**config.mk**
```make
export PLATFORM = sky130hd
export DESIGN_NAME = clk_en_gen
export DESIGN_NICKNAME = d
export VERILOG_FILES = /design/src/rtl/clk_en_gen_pkg.sv /design/src/rtl/clk_en_div.sv /design/src/rtl/clk_en_gen.sv
export SDC_FILE = /design/constraint.sdc
export NUM_CORES = 1
export LEC_CHECK = 0
export ABC_AREA = 1
export CORE_AREA = 2 2 97 99
export DETAILED_ROUTE_END_ITERATION = 8
export DIE_AREA = 0 0 99 101
export SLEW_MARGIN = 10
export SYNTH_ARGS = -nofsm -noshare
export SYNTH_HDL_FRONTEND = slang
export SYNTH_SLANG_ARGS = --single-unit
```
**constraint.sdc**
```tcl
create_clock -name clk -period 1.8 [get_ports clk]
set_input_delay 0.27 -clock clk [delete_from_list [all_inputs] [get_ports clk]]
set_output_delay 0.27 -clock clk [all_outputs]
set_load 0.01 [all_outputs]
```
**src/rtl/clk_en_gen_pkg.sv**
```systemverilog
// Shared definitions for the clock-enable generator: channel limit, lock FSM
// encoding, default widths and a counter-width helper.
package clk_en_gen_pkg;

  localparam int unsigned CLK_GEN_CH_MAX          = 8;
  localparam int unsigned CLK_GEN_DIV_WIDTH_DEF   = 16;
  localparam int unsigned CLK_GEN_LOCK_CYCLES_DEF = 16;

  typedef enum logic {
    CLK_GEN_LOCKING = 1'b0,
    CLK_GEN_LOCKED  = 1'b1
  } lock_state_e;

  // Bits needed to count 0..n-1, never less than one.
  function automatic int unsigned cnt_width(input int unsigned n);
    return (n > 1) ? $clog2(n) : 1;
  endfunction

endpackage

```
**src/rtl/clk_en_div.sv**
```systemverilog
// One divider channel: down-counter, divisor latch and registered
// ce / ce_tgl strobes. Optional half-period strobe ce180 when
// CLK_EN_GEN_PHASE_EN is defined.
module clk_en_div #(
  parameter int unsigned DIV_WIDTH = 16
) (
  input  logic                 clk,
  input  logic                 reset,
  input  logic                 run,
  input  logic [DIV_WIDTH-1:0] div,
  output logic                 ce,
  output logic                 ce_tgl
`ifdef CLK_EN_GEN_PHASE_EN
  ,
  output logic                 ce180
`endif
);

  localparam int unsigned HW = DIV_WIDTH + 1;

  logic [DIV_WIDTH-1:0] cnt_q, cnt_d;
  logic [DIV_WIDTH-1:0] d_lat_q, d_lat_d;
  logic                 started_q, started_d;
  logic                 ce_q, ce_d;
  logic                 tgl_q, tgl_d;
`ifdef CLK_EN_GEN_PHASE_EN
  logic                 ce180_q, ce180_d;
  logic [HW-1:0]        half_c;

  // Half-period match point; one extra bit so D = max cannot overflow.
  assign half_c = ({1'b0, d_lat_q} + HW'(1)) >> 1;
`endif

  // Next-state: hold while not running, load on first run cycle, then count down and wrap.
  always_comb begin
    cnt_d     = cnt_q;
    d_lat_d   = d_lat_q;
    started_d = started_q;
    ce_d      = 1'b0;
    tgl_d     = tgl_q;
`ifdef CLK_EN_GEN_PHASE_EN
    ce180_d   = 1'b0;
`endif
    if (!run) begin
      cnt_d     = '0;
      started_d = 1'b0;
    end else if (!started_q) begin
      started_d = 1'b1;
      d_lat_d   = div;
      cnt_d     = div;
    end else if (cnt_q == '0) begin
      ce_d    = 1'b1;
      tgl_d   = ~tgl_q;
      d_lat_d = div;
      cnt_d   = div;
    end else begin
      cnt_d = cnt_q - DIV_WIDTH'(1);
`ifdef CLK_EN_GEN_PHASE_EN
      // cnt is nonzero here, so D = 0 never collides with ce.
      ce180_d = ({1'b0, cnt_q} == half_c);
`endif
    end
  end

  // Channel registers with synchronous reset.
  always_ff @(posedge clk) begin
    if (reset) begin
      cnt_q     <= '0;
      d_lat_q   <= '0;
      started_q <= 1'b0;
      ce_q      <= 1'b0;
      tgl_q     <= 1'b0;
`ifdef CLK_EN_GEN_PHASE_EN
      ce180_q   <= 1'b0;
`endif
    end else begin
      cnt_q     <= cnt_d;
      d_lat_q   <= d_lat_d;
      started_q <= started_d;
      ce_q      <= ce_d;
      tgl_q     <= tgl_d;
`ifdef CLK_EN_GEN_PHASE_EN
      ce180_q   <= ce180_d;
`endif
    end
  end

  assign ce     = ce_q;
  assign ce_tgl = tgl_q;
`ifdef CLK_EN_GEN_PHASE_EN
  assign ce180  = ce180_q;
`endif

endmodule

```
**src/rtl/clk_en_gen.sv**
```systemverilog
// Clock-enable generator: lock FSM plus CH_NUM independent divider channels,
// all in the single clk domain. Define CLK_EN_GEN_PHASE_EN to add the ce180
// half-period strobe output.
module clk_en_gen
  import clk_en_gen_pkg::*;
#(
  parameter int unsigned CH_NUM      = 2,
  parameter int unsigned DIV_WIDTH   = CLK_GEN_DIV_WIDTH_DEF,
  parameter int unsigned LOCK_CYCLES = CLK_GEN_LOCK_CYCLES_DEF
) (
  input  logic                          clk,
  input  logic                          reset,
  input  logic [CH_NUM*DIV_WIDTH-1:0]   div,
  output logic                          locked,
  output logic [CH_NUM-1:0]             ce,
  output logic [CH_NUM-1:0]             ce_tgl
`ifdef CLK_EN_GEN_PHASE_EN
  ,
  output logic [CH_NUM-1:0]             ce180
`endif
);

  localparam int unsigned LCW = cnt_width(LOCK_CYCLES);

  lock_state_e    state_q, state_d;
  logic [LCW-1:0] lock_cnt_q, lock_cnt_d;

  // Lock FSM: count LOCK_CYCLES cycles after reset release, then stay locked.
  always_comb begin
    state_d    = state_q;
    lock_cnt_d = lock_cnt_q;
    case (state_q)
      CLK_GEN_LOCKING: begin
        if (lock_cnt_q == LCW'(LOCK_CYCLES - 1)) begin
          state_d = CLK_GEN_LOCKED;
        end else begin
          lock_cnt_d = lock_cnt_q + LCW'(1);
        end
      end
      CLK_GEN_LOCKED: begin
        state_d = CLK_GEN_LOCKED;
      end
    endcase
  end

  // Lock FSM state register.
  always_ff @(posedge clk) begin
    if (reset) begin
      state_q    <= CLK_GEN_LOCKING;
      lock_cnt_q <= '0;
    end else begin
      state_q    <= state_d;
      lock_cnt_q <= lock_cnt_d;
    end
  end

  assign locked = (state_q == CLK_GEN_LOCKED);

  // One divider per channel, gated by locked.
  for (genvar n = 0; n < CH_NUM; n++) begin : g_ch
    clk_en_div #(
      .DIV_WIDTH (DIV_WIDTH)
    ) u_div (
      .clk    (clk),
      .reset  (reset),
      .run    (locked),
      .div    (div[n*DIV_WIDTH +: DIV_WIDTH]),
      .ce     (ce[n]),
      .ce_tgl (ce_tgl[n])
`ifdef CLK_EN_GEN_PHASE_EN
      ,
      .ce180  (ce180[n])
`endif
    );
  end

endmodule

```
Word level (Yosys, flattened, before mapping) --
Cells that the tools add are included.
Word-level totals: flip-flop bits (word level) 42, bits in latches 0, bits in writable memories 0, bits in read-only memories 0, bits of input ports 34, output and inout port bits 5, word-level logic and storage cells 34, memories kept 0
Cells by class: add/sub/neg operators 3, multipliers 0, div/mod/pow operators 0, $lt $le $gt $ge 0, equality and inequality tests 1, shifts and indexed selects 0, mux-type cells 9, bitwise logic cells 5, reductions and logical operators 7
Operator list (number):
- two-way mux 16 bit | 4
- logical NOT 16 bit | 2
- subtractor 16 x 1 -> 16 bit (second input constant) | 2
- AND reduction 3 bit | 2
- inverter 1 bit | 5
- adder 4 x 1 -> 4 bit (second input constant) | 1
- equality test 4 bit (second input constant) | 1
- two-way mux 1 bit | 4
- OR reduction 3 bit | 1
- case mux 1 bit (2 select lines) | 1
- AND reduction 2 bit | 1
- OR reduction 2 bit | 1

Longest topological paths before layout --
Gate-level depths: netlist of the first run.
word-level depth 3, mapped depth 10

Cells and area by module --
From an unflattened synthesis of the first run, not the netlist that was laid out.
Second synthesis, totals: cell total of the unflattened synthesis 458, area, all modules 2796.4 um^2
By module, submodules not included:
- clk_en_div | times used 2, cells an instance 213, area each 1283.7 um^2, seq. area each 380.4 um^2
- clk_en_gen | times used 1, cells an instance 32, area each 229.0 um^2, seq. area each 100.1 um^2

Worst setup path after synthesis of the first run --
OpenSTA, ideal clock, no wires.
path kind register to register, from register g_ch[0].u_div.cnt_q[0], to register g_ch[0].u_div.cnt_q[15], library setup time 0.111 ns, arrival time 1.192 ns, required time 1.689 ns, path slack 0.497 ns, stages on the path, launching flop included 11, buffers on the path 1, period minus slack after synthesis 1.303 ns, cells stage by stage dfxtp_1 -> inv_1 -> ha_1 -> nand3_1 -> nor2_2 -> nand2_4 -> nand2_8 -> buf_12 -> nand2_1 -> nand2_1 -> nor2_1
On the way: longest elaborated chain between the ends 3, elaborated cells between the ends (all ways) 4, those cells by class add/sub (1); mux (2); reduce/logical (1)
Ends and longest elaborated chain:
- start: declaration | RTL line clk_en_div.sv:21 | logic [DIV_WIDTH-1:0] cnt_q, cnt_d;
- start signal: assignment | RTL line clk_en_div.sv:77 | cnt_q <= cnt_d;
- subtractor 16 x 1 -> 16 bit or logical NOT 16 bit (tied branches) | RTL line clk_en_div.sv:57, clk_en_div.sv:51
- two-way mux 16 bit (*) | RTL line clk_en_div.sv:51 | end else if (cnt_q == '0) begin
- two-way mux 16 bit (*) | RTL line clk_en_div.sv:47 | end else if (!started_q) begin
Mark *: on every way between the ends. The rest lies on a longest branch, timed or not. A chain may end at the register's enable or synchronous reset.

Worst setup path after layout of the first run --
from register g_ch[1].u_div.cnt_q[0], to register g_ch[1].u_div.cnt_q[4]
On the way: longest elaborated chain between the ends 3, elaborated cells between the ends (all ways) 4, those cells by class add/sub (1); mux (2); reduce/logical (1)
Ends and longest elaborated chain (RTL line):
- start: declaration | clk_en_div.sv:21
- start signal: assignment | clk_en_div.sv:77
- subtractor 16 x 1 -> 16 bit or logical NOT 16 bit (tied branches) | clk_en_div.sv:57, clk_en_div.sv:51
- two-way mux 16 bit (*) | clk_en_div.sv:51
- two-way mux 16 bit (*) | clk_en_div.sv:47
Marked as above.

==> results of run 1 <==
cells by family after synthesis:
| logic type | Yosys count | synth area share |
|---|---|---|
| AO/OA/AOI/OAI | 16 | 0.0317 |
| flip-flops | 42 | 0.318 |
| AND/OR/NAND/NOR | 295 | 0.477 |
| XOR/XNOR | 6 | 0.0199 |
| buffers and inverters | 73 | 0.129 |
| adder cells (fa/ha/maj) | 5 | 0.0237 |
layout make-up:
class | instances | area (um2) | area share
clock buffer | 5 | 68.8 | 0.0217
clock inverter | 3 | 23.8 | 0.00749
inverter | 60 | 225 | 0.0709
multi-input combinational | 322 | 1460 | 0.461
sequential | 42 | 841 | 0.265
tap | 111 | 139 | 0.0437
timing repair buffer | 41 | 415 | 0.131
cell usage after synthesis:
| master | n | share of area |
|---|---|---|
| sky130_fd_sc_hd__a21oi_1 | 6 | 0.011 |
| sky130_fd_sc_hd__a31oi_1 | 1 | 0.0024 |
| sky130_fd_sc_hd__buf_12 | 2 | 0.015 |
| sky130_fd_sc_hd__buf_2 | 3 | 0.0057 |
| sky130_fd_sc_hd__buf_4 | 4 | 0.011 |
| sky130_fd_sc_hd__buf_6 | 2 | 0.0085 |
| sky130_fd_sc_hd__clkbuf_1 | 1 | 0.0014 |
| sky130_fd_sc_hd__clkbuf_2 | 1 | 0.0019 |
| sky130_fd_sc_hd__dfxtp_1 | 42 | 0.32 |
| sky130_fd_sc_hd__ha_1 | 5 | 0.024 |
| sky130_fd_sc_hd__inv_1 | 60 | 0.085 |
| sky130_fd_sc_hd__nand2_1 | 139 | 0.20 |
| sky130_fd_sc_hd__nand2_2 | 3 | 0.0071 |
| sky130_fd_sc_hd__nand2_4 | 3 | 0.013 |
| sky130_fd_sc_hd__nand2_8 | 1 | 0.0076 |
| sky130_fd_sc_hd__nand3_1 | 20 | 0.038 |
| sky130_fd_sc_hd__nand3b_1 | 11 | 0.031 |
| sky130_fd_sc_hd__nand4_1 | 1 | 0.0024 |
| sky130_fd_sc_hd__nor2_1 | 105 | 0.15 |
| sky130_fd_sc_hd__nor2_2 | 9 | 0.021 |
| sky130_fd_sc_hd__nor2_4 | 2 | 0.0085 |
| sky130_fd_sc_hd__nor3_1 | 1 | 0.0019 |
| sky130_fd_sc_hd__o21ai_0 | 8 | 0.015 |
| sky130_fd_sc_hd__o21bai_1 | 1 | 0.0028 |
| sky130_fd_sc_hd__xnor2_1 | 3 | 0.0099 |
| sky130_fd_sc_hd__xor2_1 | 3 | 0.0099 |
stage by stage:
step	setup slack (ns)	cell area (um2)
floorplan	0.497	2640
global placement	0.325	3080
detailed placement	0.232	3080
CTS	0.209	3180
global route	0.0801	3180
finish	0.222	3180
placed cells by master, fill, tap and decap left out:
master | Yosys | layout
sky130_fd_sc_hd__clkbuf_8 | 0 | 5
sky130_fd_sc_hd__xor2_1 | 3 | 3
sky130_fd_sc_hd__inv_6 | 0 | 1
sky130_fd_sc_hd__nor2_1 | 105 | 104
sky130_fd_sc_hd__ha_1 | 5 | 5
sky130_fd_sc_hd__a31oi_1 | 1 | 1
sky130_fd_sc_hd__nor2_2 | 9 | 10
sky130_fd_sc_hd__clkinvlp_4 | 0 | 2
sky130_fd_sc_hd__dfxtp_1 | 42 | 42
sky130_fd_sc_hd__o21ai_0 | 8 | 8
sky130_fd_sc_hd__clkdlybuf4s50_1 | 0 | 38
sky130_fd_sc_hd__buf_12 | 2 | 1
sky130_fd_sc_hd__nand2_1 | 139 | 139
sky130_fd_sc_hd__nand3b_1 | 11 | 11
sky130_fd_sc_hd__nor3_1 | 1 | 1
sky130_fd_sc_hd__nand4_1 | 1 | 1
sky130_fd_sc_hd__nand2_4 | 3 | 3
sky130_fd_sc_hd__nand3_1 | 20 | 20
sky130_fd_sc_hd__o21bai_1 | 1 | 1
sky130_fd_sc_hd__nand2_2 | 3 | 3
sky130_fd_sc_hd__buf_4 | 4 | 2
sky130_fd_sc_hd__nor2_4 | 2 | 2
sky130_fd_sc_hd__inv_1 | 60 | 60
sky130_fd_sc_hd__nand2_8 | 1 | 1
sky130_fd_sc_hd__xnor2_1 | 3 | 3
sky130_fd_sc_hd__a21oi_1 | 6 | 6
layer usage:
metal | vias to the layer above | wire length (um)
li1 | 1372 | -
met1 | 1046 | 2650
met2 | 36 | 2740
met3 | 4 | 214
met4 | 0 | 53
met5 | - | 0
power groups by stage:
stage / sequential, W / clock [W] / combinational (W)
after CTS: 0.000940 / 0.000673 / 0.000122
after global routing: 0.000941 / 0.000707 / 0.000133
after detailed placement: 0.000961 / 0 / 0.000121
final: 0.000940 / 0.000645 / 0.000120
after global placement: 0.000961 / 0 / 0.000120
after floorplan: 0.000961 / 0 / 0.0000381
worst max-delay path, delay by kind of cell (launching register included):
family                     cells  cell delay, ns
adders and majority gates      1            0.17
buffers and inverters          2            0.25
DFF                            1            0.32
and+or+nand+nor                6            0.73
worst paths after layout:
check                                 endpoint  depth (start not counted)  slack (ns)                               from
max          g_ch[1].u_div.cnt_q[4]$_SDFF_PP0_                          9        0.22  g_ch[1].u_div.cnt_q[0]$_SDFF_PP0_
min reg2reg         lock_cnt_q[3]$_SDFFE_PP0P_                          2        0.51         lock_cnt_q[3]$_SDFFE_PP0P_
max reg2reg  g_ch[1].u_div.cnt_q[4]$_SDFF_PP0_                          9        0.22  g_ch[1].u_div.cnt_q[0]$_SDFF_PP0_
min                 lock_cnt_q[3]$_SDFFE_PP0P_                          2        0.51         lock_cnt_q[3]$_SDFFE_PP0P_
registers in the layout (all words and copies together) (netlist names):
name / count
g_ch.u_div.cnt_q: 32
lock_cnt_q: 4
g_ch.u_div.ce: 2
g_ch.u_div.ce_tgl: 2
g_ch.u_div.started_q: 1
locked: 1
==> results.toml, run 1 <==
[sta]
fin_crit_ns = 1.58
final.period_utilization = 0.877
grt_setup_unrepaired = "false"
timing.final.hold_violations = 0
slew_headroom = 0.730
hold_slack_ns = 0.515
fin_skew_ns = 0.00979
max_freq_mhz = 634
finalSetupViolations = 0
slew_of_the_pin_with_the_lowest_slew_margin_ns = 0.403
setup-tns-final_ns = 0
final_max_slew_viols = 0

[finish]
area_delta_synth_final_pct = 20.2
stdcell_count = 584
utilization = 0.354
drive_above_1_share = 0.0634
diodes = 0
layout.filler_cells = 1005
layout.nets = 511

[floorplanning]
io_pins = 39
fp.dieArea_um2 = 10000
vertical_die_dimension_um = 101
core_um2 = 8980
initial_utilization = 0.294
die_width_um = 99
rows = 35

[synthesis]
syn_inst = 437
syn-num-nets = 476
synth.yosys.seq_area_share = 0.318
syn_area_per_cell_um2 = 6.05
mappedNetlistArea_um2 = 2640
synth_warn = 0
post_synth_num_cell_types = 26
post_synthesis_register_bit_count = 42

[worst_setup_path]
setup.worst_path.class = "flip-flop to flip-flop"
cp_max_fo = 23
series_of_cell_instances_along_the_critical_path = "inv_1, ha_1, nand2_1, nor2_2, nand2_4, nand2_4, inv_1, nor2_1, nor2_1"
worst-endpoint-arrival_ns = 1.78
element_type_at_the_critical_path_start = "flip-flop"
required_ns = 2.00
cp-end-kind = "flip-flop"
worst_path_largest_cell_delay_ns = 0.32
slowest_stage = "sky130_fd_sc_hd__dfxtp_1"

[global_route]
groute.layer.met3.usage = 0.0243
grt_most_used_layer = "met2"
grt_pass1_vias = 2309
wire_length_of_the_first_global_routing_pass_mm = 9.82
grt_remaining_overflow = 0
grt_max_degree = 34
antenna_found_initial = 0
track_usage = 0.118
grt.met1_usage = 0.138
use_met2 = 0.217

[clocking]
postCtsSetupRepairBufs = 0
cts-buffers-inserted = 5
htreeDepth = 2
clock_root_buffer = "sky130_fd_sc_hd__clkbuf_8"
clkTransAtPathRegs_ns = 0.09
clock_insertion_delay_worst_skew_ns = 0.30
clock_sinks = 42
tritoncts_clock_tree = "built"
cts_resized = 0
clockBufferDepth = 2
hold_fix_buffers_at_cts = 0

[placed_design]
gp_congestion = 0.831
count_of_port_buffers_added_during_placement = 38
place_hpwl_mm = 4.25
dp.cells = 576

[power_and_ir_drop]
power.clock.fraction = 0.378
share_comb_of_total_power = 0.070
total_leakage_power_nw = 1.62
post-layout-total-power_w = 0.00170
ir_worst_vdd_v = 0.000275
share_seq_of_total_power = 0.551
cellPowerDensity_nw_per_um2 = 537
p_sw_w = 0.000409
internal_power_w = 0.00129
power_switching_share = 0.240

[drt]
final_antenna_net_count = 0
overall_routed_net_length_mm = 5.66
drt_pre_antenna_iters = 4
first_iter_violations = 74
drt-wirelength-per-cell_um = 9.68
drcViolationCount = 0
ratio_of_routed_vias_to_standard_cells = 4.21
route.vias.total = 2458

[status]
run_status = "complete, no violations"

[job]
timing.max_cap.violations = 0

[hold_path]
hold_class = "flip-flop to flip-flop"
Power figures use the tool's default switching activity.
==> run 2: changes to the inputs <==
- GPL_ROUTABILITY_DRIVEN: unset -> 0
==> results of run 2 <==
The final DEF is identical to that of run 1; final timing and power are the same.
==> run 3: changes to the inputs <==
- GPL_TIMING_DRIVEN: unset -> 0
==> run 3 against run 2 <==
Net effect:
- utilization is 0.93 points higher
- power up 2.7%
- combinational power hardly changed
- clock skew increased by 0.0015 ns
- sequential cell count unchanged
- non-clock buffer count rose by 10
- sequential power about the same
==> results.toml, run 3 (synthesis results as in run 1) <==
[placed_design]
count_of_port_buffers_added_during_placement = 38
dp.cells = 586
place_hpwl_mm = 4.61
setup_slack_placement_ns = -0.0284
placed_area_um2 = 3160

[sta]
fin_crit_ns = 1.54
slew_of_the_pin_with_the_lowest_slew_margin_ns = 0.396
finalSetupViolations = 0
slew_headroom = 0.735
setup-tns-final_ns = 0
timing.final.hold_violations = 0
post-route-worst-setup-slack_ns = 0.257
fin_skew_ns = 0.0113
grt_setup_unrepaired = "false"
max_freq_mhz = 648
final.period_utilization = 0.857
final_max_slew_viols = 0

[global_route]
grt_pass1_vias = 2256
antenna_found_initial = 0
track_usage = 0.123
grt_max_degree = 17
grt_remaining_overflow = 0
wire_length_of_the_first_global_routing_pass_mm = 10.0

[floorplanning]
core_um2 = 8980
rows = 35
fp.dieArea_um2 = 10000
io_pins = 39
die_width_um = 99
initial_utilization = 0.294
vertical_die_dimension_um = 101

[clocking]
clock_insertion_delay_worst_skew_ns = 0.31
cts_resized = 0
htreeDepth = 2
postCtsSetupRepairBufs = 0
hold_fix_buffers_at_cts = 0
cts-buffers-inserted = 5
clockBufferDepth = 2
tritoncts_clock_tree = "built"
clkTransAtPathRegs_ns = 0.10
clock_root_buffer = "sky130_fd_sc_hd__clkbuf_8"
clock_sinks = 42

[finish]
registers.top_by_ff_count = "g_ch.u_div.cnt_q"
stdcell_count = 594
layout.cells.most_common = "sky130_fd_sc_hd__nand2_1"
area_delta_synth_final_pct = 23.3
utilization = 0.363
layout.filler_cells = 990
largest_reg_flops = 32
final_area_um2 = 3260
diodes = 0
reg.largest.list = "g_ch.u_div.cnt_q (32), lock_cnt_q (4)"
layout.cells.most_common_list = "sky130_fd_sc_hd__nand2_1 (139), sky130_fd_sc_hd__nor2_1 (105), sky130_fd_sc_hd__inv_1 (60), sky130_fd_sc_hd__dfxtp_1 (42), sky130_fd_sc_hd__clkdlybuf4s50_1 (38)"
layout.nets = 521
drive_above_1_share = 0.0787

[drt]
drcViolationCount = 0
drt_pre_antenna_iters = 4
route.vias.total = 2516
drt-wirelength-per-cell_um = 9.98
overall_routed_net_length_mm = 5.93
final_antenna_net_count = 0
first_iter_violations = 72
ratio_of_routed_vias_to_standard_cells = 4.24

[worst_setup_path]
cp_max_fo = 2
worst-endpoint-arrival_ns = 1.27
cp-end-kind = "primary output"
element_type_at_the_critical_path_start = "flip-flop"
required_ns = 1.53
setup.worst_path.class = "flip-flop to primary output"

[job]
timing.max_cap.violations = 0

[status]
run_status = "complete, no violations"

[power_and_ir_drop]
total_leakage_power_nw = 1.69
ir_worst_vdd_v = 0.000251
cellPowerDensity_nw_per_um2 = 537

[hold_path]
hold_class = "flip-flop to flip-flop"
-- run 3: cell types whose count changed in the layout (fill, tap and decap cells not counted) --
cell                         before  now
sky130_fd_sc_hd__buf_12           1    2
sky130_fd_sc_hd__clkinvlp_4       2    0
sky130_fd_sc_hd__buf_6            0    2
sky130_fd_sc_hd__nor2_2          10    9
sky130_fd_sc_hd__clkbuf_1         0    1
sky130_fd_sc_hd__nor2_1         104  105
sky130_fd_sc_hd__buf_2            0    3
sky130_fd_sc_hd__buf_4            2    4
sky130_fd_sc_hd__clkbuf_2         0    1
sky130_fd_sc_hd__inv_8            0    1
sky130_fd_sc_hd__clkinv_4         0    1
-- run 3: worst max-delay path, stage by stage, from the launching register on --
cell                              delay [ns]
sky130_fd_sc_hd__dfxtp_1                0.35
sky130_fd_sc_hd__buf_4                  0.10
sky130_fd_sc_hd__clkdlybuf4s50_1        0.52
-- run 3: power by group --
part	internal (W)	switching, W
sequential	0.000934	0.00000589
combinational	0.0000809	0.0000369
clock	0.000291	0.000401
-- run 3: final cells by class --
class	count	area [um2]	area share
multi-input cells	322	1460	0.448
inverters	60	225	0.0691
plain buffers	13	116	0.0357
repair buffers	38	380	0.117
well taps	111	139	0.0426
clock buffers	5	68.8	0.0211
clock inverters	3	28.8	0.00883
flip-flops and latches	42	841	0.258
-- run 3: path summary, 6_finish.rpt --
check / end / start / cells after the start / slack, ns
max reg2reg: g_ch[1].u_div.cnt_q[14]$_SDFF_PP0_ / g_ch[1].u_div.cnt_q[0]$_SDFF_PP0_ / 9 / 0.27
min: lock_cnt_q[3]$_SDFFE_PP0P_ / lock_cnt_q[3]$_SDFFE_PP0P_ / 2 / 0.52
min reg2reg: lock_cnt_q[3]$_SDFFE_PP0P_ / lock_cnt_q[3]$_SDFFE_PP0P_ / 2 / 0.52
max: ce_tgl[0] / g_ch[0].u_div.ce_tgl$_SDFFE_PP0P_ / 2 / 0.26
-- run 3: routing by layer --
layer / GRT usage / up-vias / part of all wire
li1: - / 1393 / -
met1: 0.157 / 1090 / 0.49
met2: 0.209 / 29 / 0.47
met3: 0.0250 / 4 / 0.029
met4: 0.0348 / 0 / 0.0094
met5: 0 / - / 0
-- run 3: per-stage QoR --
step	total power, W	hold WS [ns]
global placement	0.00108	0.477
global route	0.00183	0.547
CTS	0.00178	0.526
floorplan	0.000999	0.342
finish	0.00175	0.521
detailed placement	0.00108	0.500
